## src/rtl/otter_decode_stage_pkg.sv

```systemverilog
// rtl/otter_decode_stage_pkg.sv - RV32I opcodes, control enums and decoded-control struct
package otter_decode_stage_pkg;

   localparam logic [6:0] OP_LUI    = 7'b0110111;
   localparam logic [6:0] OP_AUIPC  = 7'b0010111;
   localparam logic [6:0] OP_JAL    = 7'b1101111;
   localparam logic [6:0] OP_JALR   = 7'b1100111;
   localparam logic [6:0] OP_BRANCH = 7'b1100011;
   localparam logic [6:0] OP_LOAD   = 7'b0000011;
   localparam logic [6:0] OP_STORE  = 7'b0100011;
   localparam logic [6:0] OP_IMM    = 7'b0010011;
   localparam logic [6:0] OP_REG    = 7'b0110011;
   localparam logic [6:0] OP_SYSTEM = 7'b1110011;

   localparam logic [31:0] MRET_INSN = 32'h3020_0073;

   typedef enum logic [3:0] {
      ALU_ADD  = 4'h0, ALU_SLL = 4'h1, ALU_SLT = 4'h2, ALU_SLTU = 4'h3,
      ALU_XOR  = 4'h4, ALU_SRL = 4'h5, ALU_OR  = 4'h6, ALU_AND  = 4'h7,
      ALU_SUB  = 4'h8, ALU_LUI = 4'h9, ALU_SRA = 4'hD
   } alu_fun_t;

   typedef enum logic [1:0] {SRCA_RS1 = 2'd0, SRCA_UIMM = 2'd1, SRCA_NRS1 = 2'd2} srca_t;

   typedef enum logic [2:0] {
      SRCB_RS2 = 3'd0, SRCB_IIMM = 3'd1, SRCB_SIMM = 3'd2, SRCB_PC = 3'd3, SRCB_CSR = 3'd4
   } srcb_t;

   typedef enum logic [2:0] {
      PC_PLUS4 = 3'd0, PC_JALR = 3'd1, PC_BRANCH = 3'd2, PC_JAL = 3'd3,
      PC_MTVEC = 3'd4, PC_MEPC = 3'd5
   } pc_sel_t;

   typedef enum logic [1:0] {RF_PC4 = 2'd0, RF_CSR = 2'd1, RF_MEM = 2'd2, RF_ALU = 2'd3} rf_sel_t;

   typedef struct packed {
      alu_fun_t alu_fun;
      srca_t    srca;
      srcb_t    srcb;
      pc_sel_t  pc_sel;
      rf_sel_t  rf_sel;
      logic     rf_we;
      logic     mem_we;
      logic     mem_rden2;
      logic     csr_we;
      logic     mret_exec;
      logic     int_taken;
      logic     illegal;
   } ctrl_t;

   // Interrupt trap replaces the captured instruction: vector to mtvec, no side effects.
   function automatic ctrl_t trap_ctrl();
      ctrl_t c;
      c           = '0;
      c.pc_sel    = PC_MTVEC;
      c.int_taken = 1'b1;
      return c;
   endfunction

endpackage

```

## src/rtl/otter_decode_stage_if.sv

```systemverilog
// rtl/otter_decode_stage_if.sv - fetch-side and execute-side signals of the decode stage
interface otter_decode_stage_if #(
   parameter int ALU_FUN_W = 4,
   parameter int PC_SEL_W  = 3
);
   logic                 in_valid;
   logic                 in_ready;
   logic [31:0]          ir;
   logic                 br_eq;
   logic                 br_lt;
   logic                 br_ltu;
   logic                 int_req;
   logic                 flush;
   logic                 out_valid;
   logic                 out_ready;
   logic [ALU_FUN_W-1:0] alu_fun;
   logic [1:0]           srca_sel;
   logic [2:0]           srcb_sel;
   logic [PC_SEL_W-1:0]  pc_sel;
   logic [1:0]           rf_sel;
   logic                 rf_we;
   logic                 mem_we;
   logic                 mem_rden2;
   logic                 csr_we;
   logic                 mret_exec;
   logic                 int_taken;
   logic                 illegal;

   modport slave (
      input  in_valid, ir, br_eq, br_lt, br_ltu, int_req, flush, out_ready,
      output in_ready, out_valid, alu_fun, srca_sel, srcb_sel, pc_sel, rf_sel,
             rf_we, mem_we, mem_rden2, csr_we, mret_exec, int_taken, illegal
   );

   modport master (
      output in_valid, ir, br_eq, br_lt, br_ltu, int_req, flush, out_ready,
      input  in_ready, out_valid, alu_fun, srca_sel, srcb_sel, pc_sel, rf_sel,
             rf_we, mem_we, mem_rden2, csr_we, mret_exec, int_taken, illegal
   );
endinterface

```

## src/rtl/otter_decode_stage_comb.sv

```systemverilog
// rtl/otter_decode_stage_comb.sv - pure combinational RV32I/CSR decode into ctrl_t
module otter_decode_comb
   import otter_decode_stage_pkg::*;
#(
   parameter bit EN_CSR = 1'b1
) (
   input  logic [31:0] i_ir,
   input  logic        i_br_eq,
   input  logic        i_br_lt,
   input  logic        i_br_ltu,
   output ctrl_t       o_ctrl
);
   logic [6:0] w_opcode;
   logic [2:0] w_f3;
   logic [6:0] w_f7;
   logic       w_taken;

   assign w_opcode = i_ir[6:0];
   assign w_f3     = i_ir[14:12];
   assign w_f7     = i_ir[31:25];

   always_comb begin
      o_ctrl  = '0;
      w_taken = 1'b0;
      case (w_opcode)
         OP_REG: begin
            if (w_f7 == 7'h00 || (w_f7 == 7'h20 && (w_f3 == 3'b000 || w_f3 == 3'b101))) begin
               o_ctrl.alu_fun = alu_fun_t'({i_ir[30], w_f3});
               o_ctrl.rf_sel  = RF_ALU;
               o_ctrl.rf_we   = 1'b1;
            end else begin
               o_ctrl.illegal = 1'b1;
            end
         end
         OP_IMM: begin
            // Only the shift-immediates constrain funct7; ir[30] selects sra vs srl.
            if ((w_f3 == 3'b001 && w_f7 != 7'h00) ||
                (w_f3 == 3'b101 && w_f7 != 7'h00 && w_f7 != 7'h20)) begin
               o_ctrl.illegal = 1'b1;
            end else begin
               o_ctrl.alu_fun = alu_fun_t'({(w_f3 == 3'b101) ? i_ir[30] : 1'b0, w_f3});
               o_ctrl.srcb    = SRCB_IIMM;
               o_ctrl.rf_sel  = RF_ALU;
               o_ctrl.rf_we   = 1'b1;
            end
         end
         OP_LOAD: begin
            if (w_f3 inside {3'b000, 3'b001, 3'b010, 3'b100, 3'b101}) begin
               o_ctrl.srcb      = SRCB_IIMM;
               o_ctrl.rf_sel    = RF_MEM;
               o_ctrl.mem_rden2 = 1'b1;
               o_ctrl.rf_we     = 1'b1;
            end else begin
               o_ctrl.illegal = 1'b1;
            end
         end
         OP_STORE: begin
            if (w_f3 inside {3'b000, 3'b001, 3'b010}) begin
               o_ctrl.srcb   = SRCB_SIMM;
               o_ctrl.mem_we = 1'b1;
            end else begin
               o_ctrl.illegal = 1'b1;
            end
         end
         OP_BRANCH: begin
            case (w_f3)
               3'b000:  w_taken = i_br_eq;
               3'b001:  w_taken = !i_br_eq;
               3'b100:  w_taken = i_br_lt;
               3'b101:  w_taken = !i_br_lt;
               3'b110:  w_taken = i_br_ltu;
               3'b111:  w_taken = !i_br_ltu;
               default: o_ctrl.illegal = 1'b1;
            endcase
            o_ctrl.pc_sel = w_taken ? PC_BRANCH : PC_PLUS4;
         end
         OP_JAL: begin
            o_ctrl.pc_sel = PC_JAL;
            o_ctrl.rf_sel = RF_PC4;
            o_ctrl.rf_we  = 1'b1;
         end
         OP_JALR: begin
            if (w_f3 == 3'b000) begin
               o_ctrl.pc_sel = PC_JALR;
               o_ctrl.rf_sel = RF_PC4;
               o_ctrl.rf_we  = 1'b1;
            end else begin
               o_ctrl.illegal = 1'b1;
            end
         end
         OP_LUI: begin
            o_ctrl.alu_fun = ALU_LUI;
            o_ctrl.srca    = SRCA_UIMM;
            o_ctrl.rf_sel  = RF_ALU;
            o_ctrl.rf_we   = 1'b1;
         end
         OP_AUIPC: begin
            o_ctrl.srca   = SRCA_UIMM;
            o_ctrl.srcb   = SRCB_PC;
            o_ctrl.rf_sel = RF_ALU;
            o_ctrl.rf_we  = 1'b1;
         end
         OP_SYSTEM: begin
            if (!EN_CSR) begin
               o_ctrl.illegal = 1'b1;
            end else if (i_ir == MRET_INSN) begin
               o_ctrl.pc_sel    = PC_MEPC;
               o_ctrl.mret_exec = 1'b1;
            end else if (w_f3 inside {3'b001, 3'b010, 3'b011}) begin
               o_ctrl.rf_sel = RF_CSR;
               o_ctrl.csr_we = 1'b1;
               o_ctrl.rf_we  = 1'b1;
               // CSRRW passes rs1 through the lui-copy path; S/C combine rs1 with the csr.
               case (w_f3)
                  3'b001:  o_ctrl.alu_fun = ALU_LUI;
                  3'b010: begin
                     o_ctrl.alu_fun = ALU_OR;
                     o_ctrl.srcb    = SRCB_CSR;
                  end
                  default: begin
                     o_ctrl.alu_fun = ALU_AND;
                     o_ctrl.srca    = SRCA_NRS1;
                     o_ctrl.srcb    = SRCB_CSR;
                  end
               endcase
            end else begin
               o_ctrl.illegal = 1'b1;
            end
         end
         default: o_ctrl.illegal = 1'b1;
      endcase
   end
endmodule

```

## src/rtl/otter_decode_stage.sv

```systemverilog
// rtl/otter_decode_stage.sv - registered decode stage: handshake register, interrupt latch, flush
module otter_decode_stage
   import otter_decode_stage_pkg::*;
#(
   parameter int ALU_FUN_W = 4,
   parameter int PC_SEL_W  = 3,
   parameter bit EN_INT    = 1'b1,
   parameter bit EN_CSR    = 1'b1
) (
   input logic                 i_clk,
   input logic                 i_rst,
   otter_decode_stage_if.slave io_dec
);
   ctrl_t r_ctrl;
   logic  r_out_valid;
   logic  r_int_pend;
   ctrl_t w_dec;
   logic  w_in_ready;
   logic  w_capture;
   logic  w_int_pend;

   otter_decode_comb #(.EN_CSR(EN_CSR)) u_comb (
      .i_ir     (io_dec.ir),
      .i_br_eq  (io_dec.br_eq),
      .i_br_lt  (io_dec.br_lt),
      .i_br_ltu (io_dec.br_ltu),
      .o_ctrl   (w_dec)
   );

   assign w_in_ready = !r_out_valid || io_dec.out_ready;
   assign w_capture  = io_dec.in_valid && w_in_ready && !io_dec.flush;
   assign w_int_pend = EN_INT ? r_int_pend : 1'b0;

   always_ff @(posedge i_clk) begin
      if (i_rst) begin
         r_out_valid <= 1'b0;
         r_int_pend  <= 1'b0;
         r_ctrl      <= '0;
      end else begin
         if (io_dec.flush) begin
            r_out_valid <= 1'b0;
         end else if (w_capture) begin
            r_out_valid <= 1'b1;
            r_ctrl      <= w_int_pend ? trap_ctrl() : w_dec;
         end else if (io_dec.out_ready) begin
            r_out_valid <= 1'b0;
         end
         // Consumption wins over a same-edge request; a level request re-pends next cycle.
         if (w_capture && w_int_pend) begin
            r_int_pend <= 1'b0;
         end else if (EN_INT && io_dec.int_req) begin
            r_int_pend <= 1'b1;
         end
      end
   end

   assign io_dec.in_ready  = w_in_ready;
   assign io_dec.out_valid = r_out_valid;
   assign io_dec.alu_fun   = ALU_FUN_W'(r_ctrl.alu_fun);
   assign io_dec.srca_sel  = r_ctrl.srca;
   assign io_dec.srcb_sel  = r_ctrl.srcb;
   assign io_dec.pc_sel    = PC_SEL_W'(r_ctrl.pc_sel);
   assign io_dec.rf_sel    = r_ctrl.rf_sel;
   assign io_dec.rf_we     = r_ctrl.rf_we;
   assign io_dec.mem_we    = r_ctrl.mem_we;
   assign io_dec.mem_rden2 = r_ctrl.mem_rden2;
   assign io_dec.csr_we    = r_ctrl.csr_we;
   assign io_dec.mret_exec = r_ctrl.mret_exec;
   assign io_dec.int_taken = r_ctrl.int_taken;
   assign io_dec.illegal   = r_ctrl.illegal;
endmodule

```

## src/flat_wrapper.sv

```systemverilog
// flat-port wrapper written by rule: the top's interface ports become plain ports
module otter_decode_stage_flat import otter_decode_stage_pkg::*;
#(
   parameter int ALU_FUN_W = 4,
   parameter int PC_SEL_W  = 3,
   parameter bit EN_INT    = 1'b1,
   parameter bit EN_CSR    = 1'b1
)
  (i_clk, i_rst, io_dec_in_valid, io_dec_ir, io_dec_br_eq, io_dec_br_lt, io_dec_br_ltu, io_dec_int_req, io_dec_flush, io_dec_out_ready, io_dec_in_ready, io_dec_out_valid, io_dec_alu_fun, io_dec_srca_sel, io_dec_srcb_sel, io_dec_pc_sel, io_dec_rf_sel, io_dec_rf_we, io_dec_mem_we, io_dec_mem_rden2, io_dec_csr_we, io_dec_mret_exec, io_dec_int_taken, io_dec_illegal);
  otter_decode_stage_if #(.ALU_FUN_W(ALU_FUN_W), .PC_SEL_W(PC_SEL_W)) io_dec_i ();
  input logic i_clk;
  input logic i_rst;
  input wire logic [$bits(io_dec_i.in_valid)-1:0] io_dec_in_valid;
  input wire logic [$bits(io_dec_i.ir)-1:0] io_dec_ir;
  input wire logic [$bits(io_dec_i.br_eq)-1:0] io_dec_br_eq;
  input wire logic [$bits(io_dec_i.br_lt)-1:0] io_dec_br_lt;
  input wire logic [$bits(io_dec_i.br_ltu)-1:0] io_dec_br_ltu;
  input wire logic [$bits(io_dec_i.int_req)-1:0] io_dec_int_req;
  input wire logic [$bits(io_dec_i.flush)-1:0] io_dec_flush;
  input wire logic [$bits(io_dec_i.out_ready)-1:0] io_dec_out_ready;
  output wire logic [$bits(io_dec_i.in_ready)-1:0] io_dec_in_ready;
  output wire logic [$bits(io_dec_i.out_valid)-1:0] io_dec_out_valid;
  output wire logic [$bits(io_dec_i.alu_fun)-1:0] io_dec_alu_fun;
  output wire logic [$bits(io_dec_i.srca_sel)-1:0] io_dec_srca_sel;
  output wire logic [$bits(io_dec_i.srcb_sel)-1:0] io_dec_srcb_sel;
  output wire logic [$bits(io_dec_i.pc_sel)-1:0] io_dec_pc_sel;
  output wire logic [$bits(io_dec_i.rf_sel)-1:0] io_dec_rf_sel;
  output wire logic [$bits(io_dec_i.rf_we)-1:0] io_dec_rf_we;
  output wire logic [$bits(io_dec_i.mem_we)-1:0] io_dec_mem_we;
  output wire logic [$bits(io_dec_i.mem_rden2)-1:0] io_dec_mem_rden2;
  output wire logic [$bits(io_dec_i.csr_we)-1:0] io_dec_csr_we;
  output wire logic [$bits(io_dec_i.mret_exec)-1:0] io_dec_mret_exec;
  output wire logic [$bits(io_dec_i.int_taken)-1:0] io_dec_int_taken;
  output wire logic [$bits(io_dec_i.illegal)-1:0] io_dec_illegal;
  assign io_dec_i.in_valid = io_dec_in_valid;
  assign io_dec_i.ir = io_dec_ir;
  assign io_dec_i.br_eq = io_dec_br_eq;
  assign io_dec_i.br_lt = io_dec_br_lt;
  assign io_dec_i.br_ltu = io_dec_br_ltu;
  assign io_dec_i.int_req = io_dec_int_req;
  assign io_dec_i.flush = io_dec_flush;
  assign io_dec_i.out_ready = io_dec_out_ready;
  assign io_dec_in_ready = io_dec_i.in_ready;
  assign io_dec_out_valid = io_dec_i.out_valid;
  assign io_dec_alu_fun = io_dec_i.alu_fun;
  assign io_dec_srca_sel = io_dec_i.srca_sel;
  assign io_dec_srcb_sel = io_dec_i.srcb_sel;
  assign io_dec_pc_sel = io_dec_i.pc_sel;
  assign io_dec_rf_sel = io_dec_i.rf_sel;
  assign io_dec_rf_we = io_dec_i.rf_we;
  assign io_dec_mem_we = io_dec_i.mem_we;
  assign io_dec_mem_rden2 = io_dec_i.mem_rden2;
  assign io_dec_csr_we = io_dec_i.csr_we;
  assign io_dec_mret_exec = io_dec_i.mret_exec;
  assign io_dec_int_taken = io_dec_i.int_taken;
  assign io_dec_illegal = io_dec_i.illegal;
  otter_decode_stage #(.ALU_FUN_W(ALU_FUN_W), .PC_SEL_W(PC_SEL_W), .EN_INT(EN_INT), .EN_CSR(EN_CSR)) u_core (.i_clk(i_clk), .i_rst(i_rst), .io_dec(io_dec_i));
endmodule
```

## config.mk

```make
export PLATFORM = sky130hd
export DESIGN_NAME = otter_decode_stage_flat
export DESIGN_NICKNAME = d
export VERILOG_FILES = /design/src/rtl/otter_decode_stage_pkg.sv /design/src/rtl/otter_decode_stage_if.sv /design/src/rtl/otter_decode_stage_comb.sv /design/src/rtl/otter_decode_stage.sv /design/src/flat_wrapper.sv
export SDC_FILE = /design/constraint.sdc
export NUM_CORES = 1
export LEC_CHECK = 0
export ABC_AREA = 1
export CAP_MARGIN = 25
export CORE_AREA = 8 8 71 73
export CTS_BUF_LIST = sky130_fd_sc_hd__clkbuf_8
export CTS_CLUSTER_SIZE = 40
export DETAILED_ROUTE_END_ITERATION = 8
export DIE_AREA = 0 0 79 81
export PLACE_DENSITY = 0.78
export SYNTH_ARGS = -nofsm -noshare
export SYNTH_HDL_FRONTEND = slang
export SYNTH_SLANG_ARGS = --single-unit
```

## constraint.sdc

```tcl
create_clock -name i_clk -period 1.2 [get_ports i_clk]
set_input_delay 0.12 -clock i_clk [delete_from_list [all_inputs] [get_ports i_clk]]
set_output_delay 0.12 -clock i_clk [all_outputs]
set_load 0.03 [all_outputs]
```

==> reports/metrics.cfg, run 1 <==
[outcome]
status=finished, violations left
violations=negative setup slack

[logic_synthesis]
ys_seq_elements=23
ys_warn_count=0
ys_seq_area_share_pct=30.3
yosysTopAreaCellShare_pct=30.3
mappedNetlistArea_mm2=0.00152
synthesis.nets=291
yosys.area.top_type=dfxtp_1
ys_top_cells_by_area=dfxtp_1 30%, nand2_1 17%, nand3_1 9.2%, nor2_1 8.4%, inv_1 6.7%
synthCells=250
ys_types=29
syn_area_per_cell_um2=6.08

[drt]
vias=2019
via_per_inst=5.00
wl_um=5530
drtIter0Drc=94
drcViolationCount=0
routedWlPerCell_um=13.7
drtAntennaViolNets=0
dr.pass1.iters=4

[finish]
n_antenna_cell=0
syn2layout_area_growth_pct=81.3
num-nets-final=396
final_util_pct=70.4
design_area_mm2=0.00276
nFillCells=324
drive_gt1_share_pct=33.6

[worst_setup_path]
crit_start=u_core.io_dec.out_valid$_SDFFE_PP0P_
cp_max_fo=5
r2r-start=u_core.io_dec.out_valid$_SDFFE_PP0P_
crit_arrival_ns=1.48
required_ns=1.40
start_kind=register
cp-end-kind=register
path_class=reg2reg

[timing]
grt_setup_unrepaired=true
min_period_ns=1.28
postLayoutSetupSlackWorst_ns=-0.0775
finalSetupViolCount=13
skew_ns=0.00159
finalHoldViolCount=0
fmaxAchievable_mhz=783
relSlewSlack_pct=78.1
tightest_slew_ns=0.330
drv_slew=0
finalCritPeriodShare_pct=106

[clock_tree]
cts_sinks=23
cts.hold.buffers_added=0
cts_root_buffer=clkbuf_8
cts_tree=done
htreeDepth=1
cts.clk_slew.worst_paths_ns=0.08
cts_made_buffers=3
clk_latency_ns=0.27
clockBufferDepth=2

[grt]
grt_overflow_total=0
grt_pass1_wl_um=8690
gr-usage-all-layers_pct=16.4
grt_antenna_before_repair=0
grt_max_degree=19
first_global_vias=1969

[floorplan]
die_w_um=79
rows=23
core_area_mm2=0.00391
initial_core_util_pct=38.8
ios=64
die_h_um=81
dieArea_mm2=0.00640

[place]
dp_slack_ns=-0.554
port_buffers=63
gp_congestion=0.971
dp_hpwl_um=4070
place_area_mm2=0.00246

[power]
peakVddDrop_mv=0.531
p_leak_nw=1.29
powerDensity_mw_per_mm2=630

[run]
max_cap_violations=0

[worst_hold_path]
hp-start=io_dec_in_valid
hold_class=in2reg

-- registers in the layout, indices dropped and copies added (netlist names) --
register and count:
u_core.io_dec.alu_fun 4, u_core.io_dec.csr_we 1, u_core.io_dec.illegal 1, u_core.io_dec.int_taken 1, u_core.io_dec.mem_rden2 1, u_core.io_dec.mem_we 1, u_core.io_dec.mret_exec 1, u_core.io_dec.out_valid 1
u_core.io_dec.pc_sel 3, u_core.io_dec.rf_sel 2, u_core.io_dec.rf_we 1, u_core.io_dec.srca_sel 2, u_core.io_dec.srcb_sel 3, u_core.r_int_pend 1
-- final timing paths --
check	slack [ns]	cells past startpoint	end
setup / recovery	-0.08	7	u_core.io_dec.alu_fun[2]$_SDFFE_PP0P_
hold / removal	0.25	4	u_core.io_dec.out_valid$_SDFFE_PP0P_
setup reg to reg	-0.08	7	u_core.io_dec.alu_fun[2]$_SDFFE_PP0P_
hold reg to reg	0.46	2	u_core.io_dec.csr_we$_SDFFE_PP0P_
-- through the flow --
stage | hold WS (ns) | power, mW | setup TNS, ns | instances
final | 0.251 | 1.74 | -0.416 | 404
after global routing | 0.271 | 1.82 | -1.60 | 404
after CTS | 0.406 | 1.72 | -0.799 | 401
after detailed placement | 0.456 | 1.23 | -8.93 | 392
after global placement | 0.453 | 1.22 | -8.66 | 392
after floorplan | 0.183 | 0.970 | -0.749 | 250
-- power breakdown --
part	total, mW	internal [mW]	leakage, nW	switching (mW)
registers	0.780	0.773	0.187	0.00687
clock network	0.472	0.232	0.0255	0.240
logic	0.484	0.236	1.08	0.248
total	1.74	1.24	1.29	0.495
-- critical path, cell delays in order (launching register included) --
cell and delay, ns:
dfxtp_4 0.35, inv_4 0.05, nor2_4 0.03, nor3_4 0.20, nand2_4 0.13, a31oi_4 0.23
nand2_1 0.08, a21oi_1 0.13
-- cell usage after synthesis --
cell type  instances
nor2_2             4
nor2_1            34
a21oi_1           16
a211oi_1           1
o31ai_1            2
buf_4              2
inv_2              6
inv_1             27
clkinv_1           1
nand2_1           68
nor2_4             1
a2bb2oi_1          1
clkbuf_1           2
a31oi_4            1
dfxtp_1           23
o21a_1             1
o211ai_1           1
o21ai_1            1
a21oi_2            4
nor3_2             1
nand3_2            1
buf_2              2
nand4_1            6
o21ai_2            1
nand3b_2           1
nand2_2            4
o21ai_0            6
nor3_1             4
nand3_1           28
-- cells in the final DEF (no fill, tap or decap), drive strengths merged --
cell type and n:
o21ai 8, o211ai 1, clkbuf 5, nand4 6
a211oi 1, dlymetal6s2s 1, nor2 39, clkdlybuf4s50 22
nand3b 1, a21oi 20, nand2 72, dlygate4sd2 32
nor3 5, a31oi 1, o31ai 2, inv 33
nand3 29, dfxtp 23, clkdlybuf4s15 3, o21a 1
clkinv 2, buf 46, a2bb2oi 1
-- layer usage --
metal | vias up | GRT usage, % | routed length, um | part of all wire (%)
li1 | 1015 | - | - | -
met1 | 913 | 18.2 | 2190 | 40
met2 | 81 | 30.2 | 2850 | 52
met3 | 10 | 4.42 | 407 | 7.4
met4 | 0 | 4.44 | 82 | 1.5
met5 | - | 0 | 0 | 0
-- cell families after synthesis --
family,count (synthesis),synth area share (%)
flip-flops,23,30.3
AO/OA/AOI/OAI,35,14.9
buffers and inverters,40,10.5
AND/OR/NAND/NOR,152,44.3
-- area by class of cell --
type | count | area [um^2] | share of cell area, %
clock buffer | 3 | 41.3 | 1.50
clock inverter | 1 | 5.00 | 0.182
inverter | 34 | 140 | 5.08
multi-input combinational | 187 | 1130 | 40.9
sequential | 23 | 464 | 16.8
tap | 50 | 62.6 | 2.27
timing repair buffer | 106 | 916 | 33.2
-- timing repair --
item / CTS / global route
setup endpoints to repair: 40 / 22
cloned: 1 / 0
resized for setup: 76 / 24
pin swaps: 32 / 14
setup buffers: 4 / 3
(Power assumes the default switching activity.)
==> inputs of run 2 (changes only) <==
--- a/config.mk
+++ b/config.mk
@@ -12,7 +12,8 @@
 export CTS_CLUSTER_SIZE = 40
 export DETAILED_ROUTE_END_ITERATION = 8
 export DIE_AREA = 0 0 79 81
-export PLACE_DENSITY = 0.78
+export GPL_ROUTABILITY_DRIVEN = 1
+export PLACE_DENSITY = 0.77
 export SYNTH_ARGS = -nofsm -noshare
 export SYNTH_HDL_FRONTEND = slang
 export SYNTH_SLANG_ARGS = --single-unit
==> run 2 against run 1 <==
Against the previous run: the run still ends with negative setup slack left; register-to-register slack worse by 0.05 ns; flip-flop and latch count stayed put; setup slack worse by 0.062 ns; critical path depth is 1 higher; via count is 7.6% higher; highest routed layer unchanged; combinational power is 11% higher; clock power is 3% higher; design area is 4.8% higher; worst hold slack better by 0.11 ns; maximum frequency is 4.6% lower; clock skew is 0.0011 ns higher.
==> reports/metrics.cfg, run 2 (synthesized netlist as in run 1, its figures left out) <==
[outcome]
status=finished, violations left  ; unchanged
violations=negative setup slack  ; unchanged

[place]
gp_congestion=0.959  ; was 0.971
numPlacedInstances=395  ; was 392
place_area_mm2=0.00249  ; was 0.00246 mm^2
dp_slack_ns=-0.579  ; was -0.554 ns
port_buffers=63  ; unchanged
dp_hpwl_um=4210  ; was 4070 um

[grt]
grt_pass1_wl_um=9790  ; was 8690 um
gr-usage-all-layers_pct=18.7  ; was 16.4%
grt_antenna_before_repair=0  ; unchanged
first_global_vias=2163  ; was 1,969
grt_overflow_total=0  ; unchanged
grt_max_degree=19  ; unchanged

[floorplan]
initial_core_util_pct=38.8  ; unchanged
rows=23  ; unchanged
core_area_mm2=0.00391  ; unchanged
die_w_um=79  ; unchanged
die_h_um=81  ; unchanged
dieArea_mm2=0.00640  ; unchanged
ios=64  ; unchanged

[worst_setup_path]
cp-end-kind=register  ; unchanged
path_class=in2reg  ; was reg2reg
crit_arrival_ns=1.54  ; was 1.48 ns
max_stage_delay_ns=0.47  ; was 0.35 ns
crit_top_cell=nor3_4
cp_slowest_cell=clkdlybuf4s50_1  ; was dfxtp_4
start_kind=input port  ; was register
path_cells=clkdlybuf4s50_1 -> inv_2 -> nor3_4 -> nand2_4 -> buf_4 -> nor3_4 -> a21oi_1 -> nor2_1  ; was inv_4 -> nor2_4 -> nor3_4 -> nand2_4 -> a31oi_4 -> nand2_1 -> a21oi_1
required_ns=1.40  ; about the same
cp_top_family=buffers and inverters  ; was simple AND/OR/NAND/NOR gates
cp_max_fo=5  ; unchanged
crit_buf_inv=3  ; was 1

[timing]
skew_ns=0.00269  ; was 0.00159 ns
min_period_ns=1.34  ; was 1.28 ns
fmaxAchievable_mhz=747  ; was 783 MHz
finalCritPeriodShare_pct=112  ; was 106%
hold_ws_ns=0.358  ; was 0.251 ns
finalSetupViolCount=16  ; was 13
tightest_slew_ns=0.319  ; was 0.330 ns
relSlewSlack_pct=78.8  ; was 78.1%
postLayoutSetupSlackWorst_ns=-0.140  ; was -0.0775 ns
finalHoldViolCount=0  ; unchanged
drv_slew=0  ; unchanged
grt_setup_unrepaired=true  ; unchanged

[finish]
fin_cells=409  ; was 404
multiInputGateArea_mm2=0.00122  ; was 0.00113 mm^2
n_antenna_cell=0  ; unchanged
register_area_um2=464  ; unchanged
drive_gt1_share_pct=41.8  ; was 33.6%
num-nets-final=401  ; was 396
final_common_cell=nand2_1  ; unchanged
final_cell_mix=54 x nand2_1, 43 x buf_4, 22 x inv_1, 22 x clkdlybuf4s50_1, 22 x dfxtp_1  ; was 63 x nand2_1, 42 x buf_4, 32 x dlygate4sd2_1, 23 x nor2_1
syn2layout_area_growth_pct=90.0  ; was 81.3%
design_area_mm2=0.00289  ; was 0.00276 mm^2
largest_reg_flops=4  ; unchanged
nFillCells=298  ; was 324

[clock_tree]
clockBufferDepth=2  ; unchanged
cts.clk_slew.worst_paths_ns=0.08  ; about the same
cts_tree=done  ; unchanged
cts_sinks=23  ; unchanged
htreeDepth=1  ; unchanged
cts_root_buffer=clkbuf_8  ; unchanged
clk_latency_ns=0.27  ; about the same
cts_made_buffers=3  ; unchanged

[drt]
met1_length_um=2430  ; was 2190 um
wl_met2_um=3340  ; was 2850 um
wl_met3_um=474  ; was 407 um
drtAntennaViolNets=0  ; unchanged
drcViolationCount=0  ; unchanged
drtIter0Drc=168  ; was 94
dr.pass1.iters=4  ; unchanged
vias=2173  ; was 2,019
wl_um=6590  ; was 5530 um
routedWlPerCell_um=16.1  ; was 13.7 um
highest_layer=met4  ; unchanged
via_per_inst=5.31  ; was 5.00

[power]
powerDensity_mw_per_mm2=624  ; was 630 mW/mm^2
peakVddDrop_mv=0.567  ; was 0.531 mV
p_total_mw=1.80  ; was 1.74 mW
p_leak_nw=1.33  ; was 1.29 nW

[run]
max_cap_violations=0  ; unchanged

[worst_hold_path]
hold_class=in2reg  ; unchanged

## run 2: final timing paths
check | startpoint | end | slack, ns | cells after the start
worst max-delay path | io_dec_in_valid | u_core.io_dec.mem_we$_SDFFE_PP0P_ | -0.14 | 8
worst max register to register | u_core.io_dec.out_valid$_SDFFE_PP0P_ | u_core.io_dec.mem_we$_SDFFE_PP0P_ | -0.13 | 8
worst min-delay path | io_dec_ir[21] | u_core.io_dec.mret_exec$_SDFFE_PP0P_ | 0.36 | 7
worst min register to register | u_core.io_dec.csr_we$_SDFFE_PP0P_ | u_core.io_dec.csr_we$_SDFFE_PP0P_ | 0.47 | 2
## run 2: report_power, final
group	switching (mW)	total (mW)	internal (mW)	leakage (nW)
Clock	0.252	0.484	0.232	0.0255
Sequential	0.00994	0.783	0.773	0.187
Combinational	0.285	0.535	0.250	1.11
Total	0.547	1.80	1.25	1.33
## run 2: metrics by stage
step / util, % / setup TNS, ns
final: 73.8 / -0.717
after global routing: 73.8 / -1.58
after detailed placement: 63.6 / -9.73
after global placement: 63.6 / -8.64
after floorplan: - / -0.749
after CTS: 69.6 / -1.18
## run 2: cell type report
| class | count | area share, % |
|---|---|---|
| timing repair buffer | 111 | 33.0 |
| clock inverter | 1 | 0.173 |
| multi-input combinational | 187 | 42.2 |
| inverter | 34 | 5.02 |
| tap | 50 | 2.17 |
| clock buffer | 3 | 1.43 |
| sequential | 23 | 16.1 |
## run 2: layer usage
metal  up-vias  global-route usage, %
met5         -                      0
met4         0                   8.33
met3        37                   4.42
met2       116                   34.5
met1       993                   19.9
li1       1027                      -
## run 2: repair_timing
item	4_1_cts	5_1_grt
hold buffers	0	0
gates resized for setup	89	66
setup endpoints to repair	42	25
setup buffers	5	5
pin swaps	40	37
## run 2: tightest hold or removal path, stage by stage
cell	delay, ns
dlymetal6s2s_1	0.12
inv_1	0.05
nor2_1	0.04
nand4_1	0.08
nor2_2	0.06
nand3_2	0.07
a21oi_2	0.05
==> inputs of run 3 (changes only) <==
--- a/config.mk
+++ b/config.mk
@@ -14,6 +14,8 @@
 export DIE_AREA = 0 0 79 81
 export GPL_ROUTABILITY_DRIVEN = 1
 export PLACE_DENSITY = 0.77
+export SKIP_LAST_GASP = 1
 export SYNTH_ARGS = -nofsm -noshare
 export SYNTH_HDL_FRONTEND = slang
 export SYNTH_SLANG_ARGS = --single-unit
+export TNS_END_PERCENT = 10
==> run 3 against run 2 <==
Against the previous run: the flow still finishes with violations (negative setup slack); via count shrank 5.6%; first-iteration DRC count down 21%; critical path type is now reg2out; setup slack got worse by 0.096 ns; clock skew rose by 0.0023 ns; register-to-register slack improved by 0.03 ns; die area stayed put; core utilization is 4.0 points lower; non-clock buffer count decreased by 4; largest power group unchanged; clock-buffer cell count stayed put.
==> reports/metrics.cfg, run 3 (synthesized netlist as in run 1, its figures left out) <==
[floorplan]
die_w_um=79  ; unchanged
core_area_mm2=0.00391  ; unchanged
dieArea_mm2=0.00640  ; unchanged
initial_core_util_pct=38.8  ; unchanged
die_h_um=81  ; unchanged
rows=23  ; unchanged
ios=64  ; unchanged

[timing]
grt_setup_unrepaired=true  ; unchanged
relSlewSlack_pct=78.0  ; was 78.8%
skew_ns=0.00499  ; was 0.00269 ns
min_period_ns=1.44  ; was 1.34 ns
hold_ws_ns=0.163  ; was 0.358 ns
finalHoldViolCount=0  ; unchanged
finalSetupViolCount=36  ; was 16
fmaxAchievable_mhz=697  ; was 747 MHz
postLayoutSetupSlackWorst_ns=-0.236  ; was -0.140 ns
finalCritPeriodShare_pct=120  ; was 112%
tightest_slew_ns=0.329  ; was 0.319 ns
drv_slew=0  ; unchanged

[place]
dp_hpwl_um=4200  ; was 4210 um
port_buffers=63  ; unchanged
gp_congestion=0.896  ; was 0.959
dp_slack_ns=-0.559  ; was -0.579 ns

[worst_setup_path]
r2r_cells=8  ; unchanged
r2r-start=u_core.io_dec.out_valid$_SDFFE_PP0P_  ; unchanged
cp_slowest_cell=clkdlybuf4s50_1  ; unchanged
cp-end-kind=output pin  ; was register
crit_buf_inv=1  ; was 3
start_kind=register  ; was input port
cp_max_fo=2  ; was 5
reg2reg_slack_ns=-0.10  ; was -0.13 ns
max_stage_delay_ns=0.69  ; was 0.47 ns
required_ns=1.08  ; was 1.40 ns
path_class=reg2out  ; was in2reg
crit_arrival_ns=1.32  ; was 1.54 ns
reg2reg_to=u_core.io_dec.mem_we$_SDFFE_PP0P_  ; unchanged
path_cells=clkdlybuf4s50_1  ; was clkdlybuf4s50_1 -> inv_2 -> nor3_4 -> nand2_4 -> buf_4 -> nor3_4 -> a21oi_1 -> nor2_1
cp_top_family=buffers and inverters  ; unchanged

[clock_tree]
cts_tree=done  ; unchanged
clk_latency_ns=0.26  ; was 0.27 ns
htreeDepth=1  ; unchanged
cts_made_buffers=3  ; unchanged
cts_root_buffer=clkbuf_8  ; unchanged
cts.hold.buffers_added=0  ; unchanged
cts_sinks=23  ; unchanged
clockBufferDepth=2  ; unchanged
cts.clk_slew.worst_paths_ns=0.08  ; about the same

[worst_hold_path]
whs_endpoint=u_core.io_dec.out_valid$_SDFFE_PP0P_  ; was u_core.io_dec.mret_exec$_SDFFE_PP0P_
hp-start=io_dec_in_valid  ; was io_dec_ir[21]
hold_path_depth=3  ; was 7
hold_class=in2reg  ; unchanged

[finish]
final_common_cell=nand2_1  ; unchanged
nFillCells=319  ; was 298
drive_gt1_share_pct=33.0  ; was 41.8%
largest_reg_flops=4  ; unchanged
num-nets-final=397  ; was 401
final_cell_mix=59 x nand2_1, 46 x buf_4, 39 x clkdlybuf4s50_1, 24 x inv_1, 24 x nor2_1  ; was 54 x nand2_1, 43 x buf_4, 22 x inv_1, 22 x clkdlybuf4s50_1, 22 x dfxtp_1
n_antenna_cell=0  ; unchanged
syn2layout_area_growth_pct=79.7  ; was 90.0%

[drt]
via_per_inst=5.06  ; was 5.31
drcViolationCount=0  ; unchanged
wl_um=5590  ; was 6590 um
drtIter0Drc=132  ; was 168
vias=2051  ; was 2,173
drtAntennaViolNets=0  ; unchanged
routedWlPerCell_um=13.8  ; was 16.1 um
dr.pass1.iters=4  ; unchanged

[outcome]
violations=negative setup slack  ; unchanged
status=finished, violations left  ; unchanged

[grt]
grt_overflow_total=0  ; unchanged
grt_antenna_before_repair=0  ; unchanged
grt_max_degree=19  ; unchanged
gr-usage-all-layers_pct=16.7  ; was 18.7%
grt_pass1_wl_um=8800  ; was 9790 um
first_global_vias=1982  ; was 2,163

[power]
p_seq_share_pct=45.2  ; was 43.4%
p_comb_share_pct=27.6  ; was 29.7%
p_sw_uw=488  ; was 547 uW
internal-power_mw=1.24  ; was 1.25 mW
pwr-share-clk_pct=27.2  ; was 26.9%
powerDensity_mw_per_mm2=632  ; was 624 mW/mm^2
peakVddDrop_mv=0.668  ; was 0.567 mV
p_sw_share_pct=28.3  ; was 30.4%
p_leak_nw=1.25  ; was 1.33 nW

[run]
max_cap_violations=0  ; unchanged

run 3: worst reg2reg max path, stage by stage, from the launching register on:
cell     delay (ns)
dfxtp_4        0.36
inv_4          0.05
nor2_4         0.03
nor3_4         0.20
nand2_4        0.13
nor3_2         0.17
buf_4          0.15
a21oi_1        0.04
nor2_1         0.10
run 3: final cells by class:
cell class | count | area (um^2) | area share (%)
multi-input cells | 187 | 1080 | 39.4
clock inverters | 1 | 5.00 | 0.183
flip-flops and latches | 23 | 464 | 17.0
inverters | 34 | 140 | 5.13
well taps | 50 | 62.6 | 2.29
clock buffers | 3 | 41.3 | 1.51
repair buffers | 107 | 942 | 34.5
run 3: worst max path at each step:
stage,cells after the start,end,slack (ns),start
6_report,1,io_dec_rf_sel[0],-0.24,u_core.io_dec.rf_sel[0]$_SDFFE_PP0P_
5_1_grt,1,io_dec_srcb_sel[1],-0.26,u_core.io_dec.srcb_sel[1]$_SDFFE_PP0P_
4_1_cts,1,io_dec_rf_sel[0],-0.23,u_core.io_dec.rf_sel[0]$_SDFFE_PP0P_
3_5_place_dp,10,u_core.io_dec.illegal$_SDFFE_PP0P_,-0.56,io_dec_ir[4]
3_3_place_gp,10,u_core.io_dec.illegal$_SDFFE_PP0P_,-0.54,io_dec_ir[5]
2_1_floorplan,8,u_core.io_dec.mem_rden2$_SDFFE_PP0P_,-0.09,u_core.io_dec.out_valid$_SDFFE_PP0P_
run 3: through the flow:
step	util (%)	setup TNS [ns]	cells	area (um^2)	power, mW
floorplan	-	-0.779	250	1550	0.970
global placement	63.2	-8.98	394	2470	1.22
detailed placement	63.2	-9.57	394	2470	1.22
CTS	66.8	-5.21	403	2610	1.70
global route	69.8	-6.46	405	2730	1.82
finish	69.8	-4.19	405	2730	1.73
run 3: power by group through the flow:
stage | Clock, mW | Combinational, mW | Sequential [mW]
after floorplan | 0 | 0.156 | 0.814
after global placement | 0 | 0.424 | 0.797
after detailed placement | 0 | 0.428 | 0.797
after CTS | 0.480 | 0.441 | 0.779
after global routing | 0.523 | 0.513 | 0.782
final | 0.469 | 0.476 | 0.780
run 3: metal layers:
layer  up-vias  track usage [%]  wire (um)
li1       1019                -          -
met1       943             19.9       2320
met2        81             30.6       2900
met3         8             2.43        343
met4         0             4.44         36
met5         -                0          0
run 3: timing repair:
| item | in CTS | in global routing |
|---|---|---|
| setup endpoints to repair | 41 | 40 |
| resized for setup | 32 | 48 |
| pin swaps | 19 | 23 |
| buffers inserted | 5 | 2 |
